`src/rtl/i2c_target_regs_if.sv`:
```
// Pin and register-bus bundle for the I2C register target.
// The slave modport is the target's view; master is the board/bench side.
interface i2c_target_regs_if #(
  parameter int ADDR_WIDTH = 8
);
  logic                  scl_in;
  logic                  sda_in;
  logic                  sda_enable;
  logic [ADDR_WIDTH-1:0] reg_addr;
  logic [7:0]            reg_wdata;
  logic                  reg_we;
  logic                  reg_re;
  logic [7:0]            reg_rdata;
  logic                  active;

  modport slave (
    input  scl_in, sda_in, reg_rdata,
    output sda_enable, reg_addr, reg_wdata, reg_we, reg_re, active
  );

  modport master (
    output scl_in, sda_in, reg_rdata,
    input  sda_enable, reg_addr, reg_wdata, reg_we, reg_re, active
  );
endinterface

```
`src/rtl/i2c_target_regs.sv`:
```
// EEPROM-style I2C target: first written byte sets a register pointer, then
// data bytes are written or read through it with auto-increment.
module i2c_target_regs #(
  parameter logic [6:0] DEVICE_ADDR = 7'h42,
  parameter int         ADDR_WIDTH  = 8
) (
  input  logic              clk,
  input  logic              reset_n,
  i2c_target_regs_if.slave  bus
);

  typedef enum logic [3:0] {
    IDLE, ADDR, ADDR_ACK, PTR, PTR_ACK, WDATA, WDATA_ACK, RDATA, RACK_WAIT, IGNORE
  } state_e;

  localparam logic [ADDR_WIDTH-1:0] PTR_ONE = ADDR_WIDTH'(1);

  // Two-flop synchronisers plus a previous-value stage for edge detection.
  logic scl_m_q, scl_s_q, scl_p_q;
  logic sda_m_q, sda_s_q, sda_p_q;

  // NOTE: sequential state uses non-blocking assignments so every flop
  // samples pre-edge values regardless of statement order.
  always_ff @(posedge clk or negedge reset_n) begin
    if (!reset_n) begin
      scl_m_q <= 1'b1;
      scl_s_q <= 1'b1;
      scl_p_q <= 1'b1;
      sda_m_q <= 1'b1;
      sda_s_q <= 1'b1;
      sda_p_q <= 1'b1;
    end else begin
      scl_m_q <= bus.scl_in;
      scl_s_q <= scl_m_q;
      scl_p_q <= scl_s_q;
      sda_m_q <= bus.sda_in;
      sda_s_q <= sda_m_q;
      sda_p_q <= sda_s_q;
    end
  end

  logic       scl_rise, scl_fall, start_det, stop_det;
  logic [7:0] rx_byte;

  assign scl_rise  = scl_s_q & ~scl_p_q;
  assign scl_fall  = ~scl_s_q & scl_p_q;
  assign start_det = scl_s_q & scl_p_q & sda_p_q & ~sda_s_q;
  assign stop_det  = scl_s_q & scl_p_q & ~sda_p_q & sda_s_q;

  state_e                state_q, state_d;
  logic [2:0]            bit_cnt_q, bit_cnt_d;
  logic [7:0]            shift_q, shift_d;
  logic                  rw_q, rw_d;
  logic [ADDR_WIDTH-1:0] ptr_q, ptr_d;
  logic                  sda_en_q, sda_en_d;
  logic                  we_q, we_d;
  logic                  re_q, re_d;
  logic [7:0]            wdata_q, wdata_d;
  logic                  active_q, active_d;
  logic                  load_q;
  logic                  acked_q, acked_d;

  assign rx_byte = {shift_q[6:0], sda_s_q};

  always_ff @(posedge clk or negedge reset_n) begin
    if (!reset_n) begin
      state_q   <= IDLE;
      bit_cnt_q <= '0;
      shift_q   <= '0;
      rw_q      <= 1'b0;
      ptr_q     <= '0;
      sda_en_q  <= 1'b0;
      we_q      <= 1'b0;
      re_q      <= 1'b0;
      wdata_q   <= '0;
      active_q  <= 1'b0;
      load_q    <= 1'b0;
      acked_q   <= 1'b0;
    end else begin
      state_q   <= state_d;
      bit_cnt_q <= bit_cnt_d;
      shift_q   <= shift_d;
      rw_q      <= rw_d;
      ptr_q     <= ptr_d;
      sda_en_q  <= sda_en_d;
      we_q      <= we_d;
      re_q      <= re_d;
      wdata_q   <= wdata_d;
      active_q  <= active_d;
      load_q    <= re_q;
      acked_q   <= acked_d;
    end
  end

  // NOTE: every signal gets a default before the case so no path can
  // leave one unassigned and infer a latch.
  always_comb begin
    state_d   = state_q;
    bit_cnt_d = bit_cnt_q;
    shift_d   = shift_q;
    rw_d      = rw_q;
    ptr_d     = ptr_q;
    sda_en_d  = sda_en_q;
    we_d      = 1'b0;
    re_d      = 1'b0;
    wdata_d   = wdata_q;
    active_d  = active_q;
    acked_d   = acked_q;

    if (we_q) ptr_d = ptr_q + PTR_ONE;
    if (load_q) shift_d = bus.reg_rdata;

    // Bus conditions override any bit in flight; a partial byte is dropped.
    if (stop_det) begin
      state_d  = IDLE;
      sda_en_d = 1'b0;
      active_d = 1'b0;
      acked_d  = 1'b0;
    end else if (start_det) begin
      state_d   = ADDR;
      bit_cnt_d = '0;
      sda_en_d  = 1'b0;
      active_d  = 1'b0;
      acked_d   = 1'b0;
    end else begin
      case (state_q)
        ADDR, PTR, WDATA: begin
          if (scl_rise) begin
            shift_d   = rx_byte;
            bit_cnt_d = bit_cnt_q + 3'd1;
            if (bit_cnt_q == 3'd7) begin
              if (state_q == ADDR) begin
                if (rx_byte[7:1] == DEVICE_ADDR) begin
                  state_d  = ADDR_ACK;
                  rw_d     = rx_byte[0];
                  re_d     = rx_byte[0];
                  active_d = 1'b1;
                end else begin
                  state_d = IGNORE;
                end
              end else if (state_q == PTR) begin
                ptr_d   = ADDR_WIDTH'(rx_byte);
                state_d = PTR_ACK;
              end else begin
                we_d    = 1'b1;
                wdata_d = rx_byte;
                state_d = WDATA_ACK;
              end
            end
          end
        end

        ADDR_ACK, PTR_ACK, WDATA_ACK: begin
          if (scl_fall) begin
            if (!sda_en_q) begin
              sda_en_d = 1'b1;
            end else begin
              sda_en_d  = 1'b0;
              bit_cnt_d = '0;
              if (state_q == ADDR_ACK && rw_q) begin
                state_d   = RDATA;
                sda_en_d  = ~shift_q[7];
                shift_d   = {shift_q[6:0], 1'b0};
                bit_cnt_d = 3'd1;
              end else if (state_q == ADDR_ACK) begin
                state_d = PTR;
              end else begin
                state_d = WDATA;
              end
            end
          end
        end

        // bit_cnt counts driven bits; it wraps to 0 once all eight are out.
        RDATA: begin
          if (scl_fall) begin
            if (bit_cnt_q == 3'd0) begin
              sda_en_d = 1'b0;
              state_d  = RACK_WAIT;
            end else begin
              sda_en_d  = ~shift_q[7];
              shift_d   = {shift_q[6:0], 1'b0};
              bit_cnt_d = bit_cnt_q + 3'd1;
            end
          end
        end

        RACK_WAIT: begin
          if (scl_rise && !acked_q) begin
            if (!sda_s_q) begin
              acked_d = 1'b1;
              ptr_d   = ptr_q + PTR_ONE;
              re_d    = 1'b1;
            end else begin
              state_d  = IGNORE;
              active_d = 1'b0;
            end
          end else if (scl_fall && acked_q) begin
            acked_d   = 1'b0;
            state_d   = RDATA;
            sda_en_d  = ~shift_q[7];
            shift_d   = {shift_q[6:0], 1'b0};
            bit_cnt_d = 3'd1;
          end
        end

        default: ;
      endcase
    end
  end

  assign bus.sda_enable = sda_en_q;
  assign bus.reg_addr   = ptr_q;
  assign bus.reg_wdata  = wdata_q;
  assign bus.reg_we     = we_q;
  assign bus.reg_re     = re_q;
  assign bus.active     = active_q;

endmodule

```
`src/flat_wrapper.sv`:
```
// flat-port wrapper written by rule: the top's interface ports become plain ports
module i2c_target_regs_flat 
#(
  parameter logic [6:0] DEVICE_ADDR = 7'h42,
  parameter int         ADDR_WIDTH  = 8
)
  (clk, reset_n, bus_scl_in, bus_sda_in, bus_reg_rdata, bus_sda_enable, bus_reg_addr, bus_reg_wdata, bus_reg_we, bus_reg_re, bus_active);
  i2c_target_regs_if #(.ADDR_WIDTH(ADDR_WIDTH)) bus_i ();
  input  logic clk;
  input  logic reset_n;
  input wire logic [$bits(bus_i.scl_in)-1:0] bus_scl_in;
  input wire logic [$bits(bus_i.sda_in)-1:0] bus_sda_in;
  input wire logic [$bits(bus_i.reg_rdata)-1:0] bus_reg_rdata;
  output wire logic [$bits(bus_i.sda_enable)-1:0] bus_sda_enable;
  output wire logic [$bits(bus_i.reg_addr)-1:0] bus_reg_addr;
  output wire logic [$bits(bus_i.reg_wdata)-1:0] bus_reg_wdata;
  output wire logic [$bits(bus_i.reg_we)-1:0] bus_reg_we;
  output wire logic [$bits(bus_i.reg_re)-1:0] bus_reg_re;
  output wire logic [$bits(bus_i.active)-1:0] bus_active;
  assign bus_i.scl_in = bus_scl_in;
  assign bus_i.sda_in = bus_sda_in;
  assign bus_i.reg_rdata = bus_reg_rdata;
  assign bus_sda_enable = bus_i.sda_enable;
  assign bus_reg_addr = bus_i.reg_addr;
  assign bus_reg_wdata = bus_i.reg_wdata;
  assign bus_reg_we = bus_i.reg_we;
  assign bus_reg_re = bus_i.reg_re;
  assign bus_active = bus_i.active;
  i2c_target_regs #(.DEVICE_ADDR(DEVICE_ADDR), .ADDR_WIDTH(ADDR_WIDTH)) u_core (.clk(clk), .reset_n(reset_n), .bus(bus_i));
endmodule
```
`config.mk`:
```
export PLATFORM = sky130hd
export DESIGN_NAME = i2c_target_regs_flat
export DESIGN_NICKNAME = d
export VERILOG_FILES = /design/src/rtl/i2c_target_regs_if.sv /design/src/rtl/i2c_target_regs.sv /design/src/flat_wrapper.sv
export SDC_FILE = /design/constraint.sdc
export NUM_CORES = 1
export LEC_CHECK = 0
export CORE_UTILIZATION = 50
export DETAILED_ROUTE_END_ITERATION = 8
export DONT_BUFFER_PORTS = 1
export SLEW_MARGIN = 20
export SYNTH_ARGS = -nofsm -noshare
export SYNTH_HDL_FRONTEND = slang
export SYNTH_SLANG_ARGS = --single-unit
```
`constraint.sdc`:
```
create_clock -name clk -period 2.8 [get_ports clk]
set_clock_uncertainty 0.15 [all_clocks]
set_input_delay 0.42 -clock clk [delete_from_list [all_inputs] [get_ports clk]]
set_output_delay 0.42 -clock clk [all_outputs]
set_load 0.005 [all_outputs]
```
* Yosys cells after proc, flatten, opt, wreduce, memory -nomap -nowiden
Cells that the tools add are included.
Storage, ports and cells: logic and storage cells 178, bits in registers 44, output and inout bits 20, memories kept 0, RAM bits 0, bits in latches 0, bits in read-only memories 0, input port bits 12
Cells by class: multiply operators 0, divide/modulo/power cells 0, eq/ne operators 32, add/sub/neg operators 2, magnitude comparators 0, bitwise logic cells 16, multiplexer cells 90, shift-type cells 0, reductions and logical operators 20
Operators by type and width (count):
- 8-bit two-way mux | 20
- 4-bit two-way mux | 14
- 4-bit by 1-bit != test with 1-bit output, second input constant | 11
- 1-bit two-way mux | 39
- 8-bit case mux with 4 select lines | 1
- 3-bit two-way mux | 9
- 7-bit AND reduction | 3
- 9-bit AND reduction | 2
- 4-bit by 3-bit equality test with 1-bit output, second input constant | 4
- 4-bit case mux with 4 select lines | 1
- 8-bit case mux with 2 select lines | 1
- 3-bit by 1-bit != test with 1-bit output, second input constant | 5
- 3-bit case mux with 4 select lines | 1
- 5-bit nonzero test | 2
- 1-bit inverter | 9
- 8-bit by 1-bit adder with 8-bit output, second input constant | 1
- 4-bit by 2-bit equality test with 1-bit output, second input constant | 2
- 4-bit nonzero test | 2
- 1-bit AND | 7
- 7-bit equality test, second input constant | 1
- 3-bit by 2-bit != test with 1-bit output, second input constant | 2
- 6-bit nonzero test | 1
- 3-bit OR reduction | 2
- 5-bit by 1-bit != test with 1-bit output, second input constant | 1
- 16 further kinds | 19

* Depth between registers and ports, before layout
Gate-level depths: netlist of the first run.
depth after elaboration 9, mapped depth 8

* Worst setup path after synthesis of the first run
OpenSTA, ideal clock, no wires.
path type reg2reg, from register u_core.bit_cnt_q[0], to register u_core.ptr_q[0], in the netlist u_core.bus.reg_addr[0], arrival 1963 ps, cell stages (with the launch flop) 9, setup slack 561 ps, path buffers 1, data required time 2524 ps, cells stage by stage dfrtp_1 ha_1 ha_1 and3b_1 and3_1 buf_4 o21ai_1 a221oi_4 a221o_1
Between the ends: cells in the longest elaborated chain, start to end 6
Ends and longest elaborated chain:
- start: declaration | line i2c_target_regs.sv:51 | logic [2:0] bit_cnt_q, bit_cnt_d;
- start signal: assignment | line i2c_target_regs.sv:81 | bit_cnt_q <= bit_cnt_d;
- 3-bit equality test | line i2c_target_regs.sv:131 | if (bit_cnt_q == 3'd7) begin
- 8-bit two-way mux | line i2c_target_regs.sv:131
- 8-bit two-way mux | line i2c_target_regs.sv:128 | if (scl_rise) begin
- 8-bit case mux with 2 select lines | line i2c_target_regs.sv:126 | case (state_q)
- 8-bit two-way mux | line i2c_target_regs.sv:119 | end else if (start_det) begin
- 8-bit two-way mux | line i2c_target_regs.sv:114 | if (stop_det) begin
- net u_core.ptr_d[0] | line i2c_target_regs.sv:54 | logic [ADDR_WIDTH-1:0] ptr_q, ptr_d;
- end signal: assignment | line i2c_target_regs.sv:84 | ptr_q <= ptr_d;
- end: declaration | line i2c_target_regs.sv:54
The timed path passes the listed nets, and every way through them passes these cells. A chain may end at the register's enable or synchronous reset.

* Worst setup path after layout of the first run
from register u_core.bit_cnt_q[0], to register u_core.ptr_q[7], in the netlist u_core.bus.reg_addr[7]
The elaborated chain is that of the path after synthesis.

==> results of run 1 <==
## layer usage
metal | track usage (%) | up-vias
met5 | 0 | -
met4 | 9.038 | 0
met3 | 5.988 | 13
met2 | 35.32 | 62
met1 | 34.72 | 1026
li1 | - | 1005
## metrics by stage
step	hold slack, ns	utilization (%)	power [W]
after floorplan	-0.02559	-	0.001858
after global placement	-0.02440	54.13	0.002103
after detailed placement	-0.02438	54.13	0.002100
after CTS	0.2112	56.86	0.002534
after global routing	0.2160	56.86	0.002705
final	0.2096	56.86	0.002529
## what timing repair did
item                                   4_1_cts  5_1_grt
endpoints found under the hold margin       46        0
hold buffers                                 4        0
setup buffers                                0        0
## kinds of logic after synthesis
logic type | Yosys count | share of synthesized area (%)
flops | 44 | 39.80
simple gates | 95 | 20.67
buf+inv | 26 | 4.582
fa+ha+maj | 4 | 1.797
xor+xnor | 5 | 1.572
compound gates | 65 | 18.37
mux | 30 | 13.21
## worst min-delay path by stage
stage                   start                 to  slack, ns  cells past startpoint
6_report       u_core.sda_m_q     u_core.sda_s_q       0.21                      0
5_1_grt        u_core.sda_m_q     u_core.sda_s_q       0.22                      0
4_1_cts        u_core.sda_m_q     u_core.sda_s_q       0.21                      0
3_5_place_dp          reset_n  u_core.state_q[1]      -0.02                      0
3_3_place_gp          reset_n  u_core.state_q[3]      -0.02                      0
2_1_floorplan         reset_n     u_core.acked_q      -0.03                      0
## placed cells by master, fill, tap and decap left out, types with 6 or more instances in the layout
master	synthesis	routed
inv_1	10	10
a21oi_1	9	9
nand2_1	17	17
buf_4	2	7
dfrtp_1	38	38
mux2_2	16	16
nand3_1	14	14
and3_1	7	7
o21ai_0	10	10
mux2_4	9	9
dfstp_2	6	6
nor2_1	15	15
## registers in the layout, indices dropped and copies added, names as in the netlist
signal	cells
u_core.shift_q	8
u_core.acked_q	1
u_core.bus.reg_we	1
u_core.bus.reg_re	1
u_core.bus.reg_addr	8
u_core.scl_p_q	1
u_core.load_q	1
u_core.sda_s_q	1
u_core.state_q	4
u_core.bus.sda_enable	1
u_core.sda_p_q	1
u_core.scl_m_q	1
u_core.bus.active	1
u_core.bus.reg_wdata	8
u_core.scl_s_q	1
u_core.bit_cnt_q	3
u_core.sda_m_q	1
u_core.rw_q	1
## critical path, cell delays in order (launching register included)
cell	delay (ns)
dfrtp_1	0.38
ha_1	0.17
ha_1	0.20
and3b_1	0.30
and3_1	0.43
o21ai_1	0.21
a221oi_4	0.40
a41oi_1	0.16
## report_power, final
part	internal, W	switching, W
registers	0.000761	0.000231
logic	0.000548	0.000585
clock network	0.000175	0.000229
total	0.00148	0.00105
## cell type report
cell class | count | area (um2) | share of cell area [%]
repair buffers | 11 | 110.1 | 3.697
multi-input cells | 199 | 1549 | 52.02
inverters | 10 | 37.54 | 1.261
well taps | 70 | 87.58 | 2.941
flip-flops and latches | 44 | 1109 | 37.23
clock buffers | 6 | 72.57 | 2.437
clock inverters | 2 | 12.51 | 0.4202
==> impl_metrics.csv, run 1 <==
group,metric,value,unit
setup_path,r2r_slack,0.27,ns
drt,via_count,2106,
drt,top_layer,"met4",
global_route,grt_antenna_before_repair,0,
logic_synthesis,synthMostInstantiatedCell,"dfrtp_1",
cells_and_area,final_area,0.002978,mm2
floorplanning,initial_utilization,53.18,%
setup_path,criticalPathCategory,"flip-flop to flip-flop",
drt,drtIter0Drc,219,
cells_and_area,nFillCells,451,
flow_run,max-cap-violations,0,
logic_synthesis,synth-seq-area-share,39.80,%
placed_design,placed_area,0.002835,mm2
pwr,p_leak,1.355,nW
logic_synthesis,synth_edf_count,0,
global_route,overflow,0,
clock_network,clock_sinks,44,
logic_synthesis,yosysTopAreaCell,"dfrtp_1",
drt,wl_per_cell,19.17,um
setup_path,regToRegEndpoint,"u_core.bus.reg_addr[7]",
setup_path,ff2ff_path_depth,7,
setup_path,critPathLaunch,"u_core.bit_cnt_q[0]",
logic_synthesis,avgSynthCellArea,10.35,um2
global_route,grt_first_pass_wirelength,10940,um
floorplanning,die_area,0.005873,mm2
logic_synthesis,synth_area,0.002785,mm2
global_route,grtUsageTotal,24.26,%
drt,wl_met2,2916,um
clock_network,cts_max_level,2,
timing,finalCritPeriodShare,90.26,%
clock_network,clk_pin_slew_worst_paths,0.09,ns
timing,fmax,395.7,MHz
status,status,"completed",
placed_design,port_buffers,0,
timing,slew_viol_final,0,
logic_synthesis,yosys-top-cells-count,"38 x dfrtp_1, 17 x nand2_1, 16 x mux2_2",
cells_and_area,final_cells,342,
drt,wl_met3,338,um
setup_path,crit_fanout,9,
timing,worst_pin_slew,0.4806,ns
timing,hold_viol,0,
logic_synthesis,synth_seq_cells,44,
placed_design,gp_congestion,0.9112,
floorplanning,fp.dieW,76.64,um
timing,max_slew_margin,67.96,%
clock_network,cts_resized,0,
floorplanning,row_count,26,
placed_design,dp_cells,330,
min_path,worstHoldPathType,"flip-flop to flip-flop",
timing,rsz0062_at_grt,"false",
drt,viasPerCell,6.158,
timing,fin_tns_setup,0,ns
drt,wl,6556,um
cells_and_area,num_antenna_cells,0,
logic_synthesis,ys_top_cells_by_area,"dfrtp_1 34%, mux2_2 6.5%, dfstp_2 5.7%, mux2_4 4.9%, nand3_1 2.5%",
floorplanning,io_pins,32,
drt,met1Wirelength,3183,um
clock_network,clk_latency,0.30,ns
logic_synthesis,synth_cells,269,
logic_synthesis,synth_top_cell_area_share,34.14,%
drt,drt_pass1_iterations,4,
pwr,p_per_area,849.3,mW/mm2
drt,drcViolationCount,0,
cells_and_area,drive_gt1_share,22.43,%
timing,layout_setup_ws,0.2727,ns
drt,postRouteAntennaNets,0,
logic_synthesis,yosys.cell_types.count,72,
timing,min_period,2.527,ns
placed_design,place_ws,0.3058,ns
clock_network,clock-root-buffer,"clkbuf_8",
global_route,grt_max_degree,45,
cells_and_area,fin_nets,287,
setup_path,start_kind,"flip-flop",
setup_path,endpoint,"u_core.bus.reg_addr[7]",
logic_synthesis,async_flop_share,100.0,%
setup_path,required,2.82,ns
logic_synthesis,yosysWarnings,0,
clock_network,cts_tree,"built",
placed_design,place_hpwl,4596,um
pwr,vdd_ir_drop_max,0.3750,mV
clock_network,clk_path_buf_depth,2,
logic_synthesis,synth_ff_type,"dfrtp_1",
logic_synthesis,synth.net_count,285,
global_route,grt_pass1_vias,2078,
floorplanning,core,0.005238,mm2
cells_and_area,area_delta_synth_final,6.918,%
timing,setup_violations,0,
floorplanning,die_h,76.64,um
setup_path,endpoint_kind,"flip-flop",
clock_network,numCtsBuffers,5,
setup_path,crit_arrival,2.55,ns
setup_path,rr_startpoint,"u_core.bit_cnt_q[0]",
No activity file was read; power rests on OpenSTA's default activity.
==> run 2: changes to the inputs <==
- CORE_UTILIZATION: 50 -> 64
- PLACE_DENSITY: default -> 0.8
- clock period: 2.8 -> 2.4 ns (I/O delays scaled with it)
==> run 2 against run 1 <==
Flip-flop and latch count unchanged. Highest routed layer unchanged. Combinational power increased by 30%. Largest power group unchanged. Cell count decreased by 2.3%. Sequential share of layout area decreased by 0.96 points. Core utilization increased by 18 points. Critical path type unchanged.
==> impl_metrics.csv, run 2 (synthesis gave the netlist of run 1 again) <==
group,metric,value,unit
placed_design,place_hpwl,4676,um
min_path,worstHoldPathType,"input port to flip-flop",
pwr,p_leak,1.418,nW
global_route,grt_max_degree,45,
setup_path,endpoint_kind,"flip-flop",
floorplanning,row_count,23,
cells_and_area,layout_commonest_cell,"dfrtp_1",
placed_design,port_buffers,0,
cells_and_area,num_antenna_cells,0,
setup_path,criticalPathCategory,"flip-flop to flip-flop",
timing,fin_tns_setup,0,ns
cells_and_area,fin_nets,299,
status,status,"completed",
setup_path,cp_slowest_cell,"dfrtp_1",
floorplanning,fp.dieW,67.97,um
placed_design,dp_cells,321,
drt,postRouteAntennaNets,0,
clock_network,clk_path_buf_depth,2,
timing,rsz0062_at_grt,"false",
setup_path,crit_fanout,6,
global_route,grt_antenna_before_repair,0,
setup_path,required,2.43,ns
drt,drcViolationCount,0,
placed_design,gp_congestion,0.9381,
drt,via_count,2226,
cells_and_area,final_cells,334,
setup_path,critPathLaunch,"u_core.bit_cnt_q[0]",
min_path,min_from,"bus_reg_rdata[0]",
timing,max_slew_margin,66.70,%
timing,slew_viol_final,0,
clock_network,clk_pin_slew_worst_paths,0.08,ns
drt,drt_pass1_iterations,5,
clock_network,cts_max_level,2,
clock_network,clock_sinks,44,
timing,holdWs,0.1798,ns
drt,wl,6399,um
global_route,grt_pass1_vias,2035,
setup_path,worstPathCellList,"ha_1 > ha_1 > and3b_1 > and3_1 > o21ai_1 > a221oi_4 > a221o_1",
drt,viasPerCell,6.665,
pwr,vdd_ir_drop_max,0.6287,mV
setup_path,crit_top_cell,"ha_1",
timing,worst_pin_slew,0.4957,ns
floorplanning,io_pins,32,
global_route,grt_first_pass_wirelength,10170,um
setup_path,rr_startpoint,"u_core.bit_cnt_q[0]",
global_route,overflow,0,
timing,setup_violations,0,
timing,hold_viol,0,
setup_path,crit_arrival,2.32,ns
cells_and_area,area_delta_synth_final,9.748,%
timing,min_period,2.289,ns
clock_network,cts_tree,"built",
timing,finalCritPeriodShare,95.37,%
floorplanning,die_area,0.004620,mm2
timing,fmax,436.9,MHz
floorplanning,die_h,67.97,um
drt,drtIter0Drc,200,
flow_run,max-cap-violations,0,
clock_network,clk_latency,0.29,ns
drt,wl_per_cell,19.16,um
floorplanning,initial_utilization,68.16,%
global_route,grtUsageTotal,30.49,%
floorplanning,core,0.004086,mm2
pwr,p_per_area,1006,mW/mm2
clock_network,numCtsBuffers,5,
cells_and_area,drive_gt1_share,25.70,%
setup_path,max_stage_delay,0.40,ns
setup_path,start_kind,"flip-flop",
clock_network,clock-root-buffer,"clkbuf_8",
cells_and_area,most-common-layout-cells,"38 x dfrtp_1, 18 x buf_4, 17 x nand2_1",
## run 2: cell types whose count changed in the layout (fill, tap and decap cells not counted)
cell,change
buf_4,+11
buf_12,+2
buf_16,-1
clkbuf_8,+1
clkinv_2,-1
## run 2: path summary, 6_finish.rpt
path / to / slack, ns / cells past startpoint
hold / removal: u_core.shift_q[0] / 0.18 / 2
max in group asynchronous: u_core.scl_m_q / 1.44 / 2
min in group asynchronous: u_core.state_q[0] / 0.37 / 2
setup reg to reg: u_core.bus.reg_addr[0] / 0.11 / 7
hold reg to reg: u_core.scl_s_q / 0.21 / 0
setup / recovery: u_core.bus.reg_addr[0] / 0.11 / 7
## run 2: per-layer routing
metal / GRT usage [%] / part of all wire (%) / wire length (um)
met3: 5.833 / 6.0 / 385
met1: 45.66 / 47 / 2978
met2: 44.24 / 46 / 2918
met5: 0 / 0 / 0
met4: 8.854 / 1.8 / 116
## run 2: worst max-delay path, delay by kind of cell, from the launching register on
family	cells	cell delay [ns]
fa+ha+maj	2	0.44
flops	1	0.40
simple gates	2	0.49
compound gates	3	0.71
## run 2: layout make-up
| cell class | count | area, um2 |
|---|---|---|
| multi-input cells | 199 | 1549 |
| flip-flops and latches | 44 | 1109 |
| fillers | 282 | 1030 |
| repair buffers | 23 | 205.2 |
| clock buffers | 7 | 86.33 |
| well taps | 50 | 62.56 |
| inverters | 10 | 37.54 |
| clock inverters | 1 | 7.507 |
## run 2: where the power goes
part | switching (W) | internal, W | total (W)
Combinational | 0.000734 | 0.000733 | 0.00147
Sequential | 0.000235 | 0.000889 | 0.00112
Clock | 0.000248 | 0.000234 | 0.000482
Total | 0.00122 | 0.00186 | 0.00307
## run 2: timing repair
item                                    CTS  global route
buffers inserted                          0             1
hold endpoints to repair                 46             0
endpoints found under the setup margin    0             1
hold buffers                              4             0
resized for setup                         0             0
## run 2: per-stage QoR
step                area [um2]  worst slack [ns]  total power (W)  util [%]
finish                    3057            0.1111         0.003074     74.80
global route              3057           0.01248         0.003275     74.80
CTS                       3049            0.1266         0.003035     74.62
detailed placement        2905            0.1459         0.002528     71.10
global placement          2905            0.2068         0.002510     71.10
floorplan                 2785            0.1607         0.002167         -
==> run 3: changes to the inputs <==
- GPL_TIMING_DRIVEN: default -> 0
==> run 3 against run 2 <==
Die area did not move. First-iteration DRC count rose by 35%. Total power fell by 0.27%. Clock power rose by 4%. Setup slack got worse by 0.034 ns. Fmax fell by 1.5%. Critical endpoint unchanged. Highest routed layer unchanged.
==> impl_metrics.csv, run 3 (synthesis gave the netlist of run 1 again) <==
group,metric,value,unit
global_route,grt_pass1_vias,2125,
cells_and_area,drive_gt1_share,27.02,%
placed_design,dp_cells,319,
clock_network,cts_max_level,2,
floorplanning,row_count,23,
setup_path,endpoint_kind,"flip-flop",
drt,via_count,2268,
global_route,grtUsageTotal,30.76,%
clock_network,cts_tree,"built",
floorplanning,io_pins,32,
global_route,grt_first_pass_wirelength,10360,um
setup_path,critical-path-top-delay-family,"compound AO/OA/AOI/OAI gates",
setup_path,start_kind,"flip-flop",
cells_and_area,layout_commonest_cell,"dfrtp_1",
floorplanning,initial_utilization,68.16,%
global_route,grt_antenna_before_repair,0,
timing,max_slew_margin,65.03,%
placed_design,gp_congestion,0.9484,
drt,wl,6541,um
setup_path,worstPathCellList,"ha_1 > ha_2 > and3b_2 > and3_1 > buf_4 > o21ai_4 > a221oi_4 > a221o_1",
floorplanning,die_area,0.004620,mm2
timing,slew_viol_final,0,
drt,drtIter0Drc,269,
timing,worst_pin_slew,0.5245,ns
setup_path,crit_fanout,9,
global_route,overflow,0,
clock_network,numCtsBuffers,5,
drt,wl_per_cell,19.53,um
clock_network,clk_latency,0.30,ns
pwr,vdd_ir_drop_max,0.6038,mV
setup_path,required,2.43,ns
clock_network,clk_path_buf_depth,2,
timing,setup_violations,0,
placed_design,port_buffers,0,
placed_design,place_hpwl,4460,um
setup_path,cp_slowest_cell,"dfrtp_1",
floorplanning,fp.dieW,67.97,um
clock_network,clk_pin_slew_worst_paths,0.09,ns
placed_design,place_ws,-0.07015,ns
timing,fmax,430.4,MHz
timing,min_period,2.323,ns
cells_and_area,fin_nets,300,
timing,finalCritPeriodShare,96.80,%
clock_network,clock_sinks,44,
clock_network,clock-root-buffer,"clkbuf_8",
setup_path,criticalPathCategory,"flip-flop to flip-flop",
drt,viasPerCell,6.770,
floorplanning,die_h,67.97,um
drt,drcViolationCount,0,
timing,layout_setup_ws,0.07681,ns
global_route,grt_max_degree,45,
cells_and_area,most-common-layout-cells,"38 x dfrtp_1, 17 x nand2_1, 16 x mux2_2",
cells_and_area,area_delta_synth_final,10.56,%
flow_run,max-cap-violations,0,
drt,drt_pass1_iterations,5,
min_path,worstHoldPathType,"input port to flip-flop",
status,status,"completed",
cells_and_area,final_cells,335,
setup_path,worstPathBufferInverterCount,1,
floorplanning,core,0.004086,mm2
cells_and_area,num_antenna_cells,0,
pwr,p_per_area,995.5,mW/mm2
drt,postRouteAntennaNets,0,
pwr,p_leak,1.413,nW
setup_path,r2r_slack,0.08,ns
setup_path,crit_arrival,2.35,ns
timing,hold_viol,0,
setup_path,max_stage_delay,0.40,ns
-- run 3: cell types whose count changed in the layout (fill, tap and decap cells not counted), moves of 2 or more --
cell	before	now
clkbuf_1	1	4
nor3b_1	3	1
buf_4	18	6
clkbuf_4	0	2
buf_1	0	2
buf_2	0	4
nor3b_2	1	3
buf_6	0	2
-- run 3: path summary, 6_finish.rpt --
path,startpoint,endpoint,cells past startpoint
setup / recovery,u_core.bit_cnt_q[0],u_core.bus.reg_addr[0],8
hold / removal,bus_reg_rdata[5],u_core.shift_q[5],2
setup reg to reg,u_core.bit_cnt_q[0],u_core.bus.reg_addr[0],8
hold reg to reg,u_core.scl_m_q,u_core.scl_s_q,0
max in group asynchronous,reset_n,u_core.scl_s_q,2
min in group asynchronous,reset_n,u_core.state_q[0],2
-- run 3: metrics by stage --
step           total power (W)  util [%]  setup TNS (ns)  instance area (um2)  hold WS, ns
2_1_floorplan         0.002167         -               0                 2785     -0.08559
4_1_cts               0.002993     74.07               0                 3027       0.1869
5_1_grt               0.003249     75.35        -0.02512                 3079       0.1822
3_5_place_dp          0.002458     69.69        -0.07105                 2848     -0.08461
3_3_place_gp          0.002431     69.69         -0.1179                 2848     -0.08450
6_report              0.003065     75.35               0                 3079       0.1946
-- run 3: worst reg2reg max path, delay by kind of cell (launching register included) --
family	cells	cell delay (ns)
adders and majority gates	2	0.43
AOI/OAI and AO/OA	3	0.61
and+or+nand+nor	2	0.45
buffers and inverters	1	0.17
DFF	1	0.40
-- run 3: repair_timing --
action / 4_1_cts / 5_1_grt
resized for setup: 3 / 9
setup endpoints to repair: 11 / 18
pin swaps: 1 / 1
endpoints found under the hold margin: 46 / 0
hold buffers: 4 / 0
setup buffers: 3 / 1
-- run 3: cell type report --
cell class	instances	area, um2
inverters	10	37.54
repair buffers	8	80.08
fillers	287	1007
flip-flops and latches	44	1109
clock inverters	2	13.76
well taps	50	62.56
multi-input cells	199	1599
plain buffers	16	95.09
clock buffers	6	82.58
-- run 3: metal layers --
layer	GRT usage (%)	share of wire, %	vias up	wire length, um
met5	0	0	-	0
met1	42.09	45	1108	2965
met2	47.92	45	119	2969
met4	12.76	2.6	0	172
met3	5.167	6.6	20	433
li1	-	-	1021	-
-- run 3: report_power, final --
group          internal (W)  total (W)  switching (W)  leakage, nW
clock network      0.000236   0.000499       0.000263       0.0516
registers          0.000888    0.00108       0.000193        0.568
logic              0.000695    0.00149       0.000790        0.793
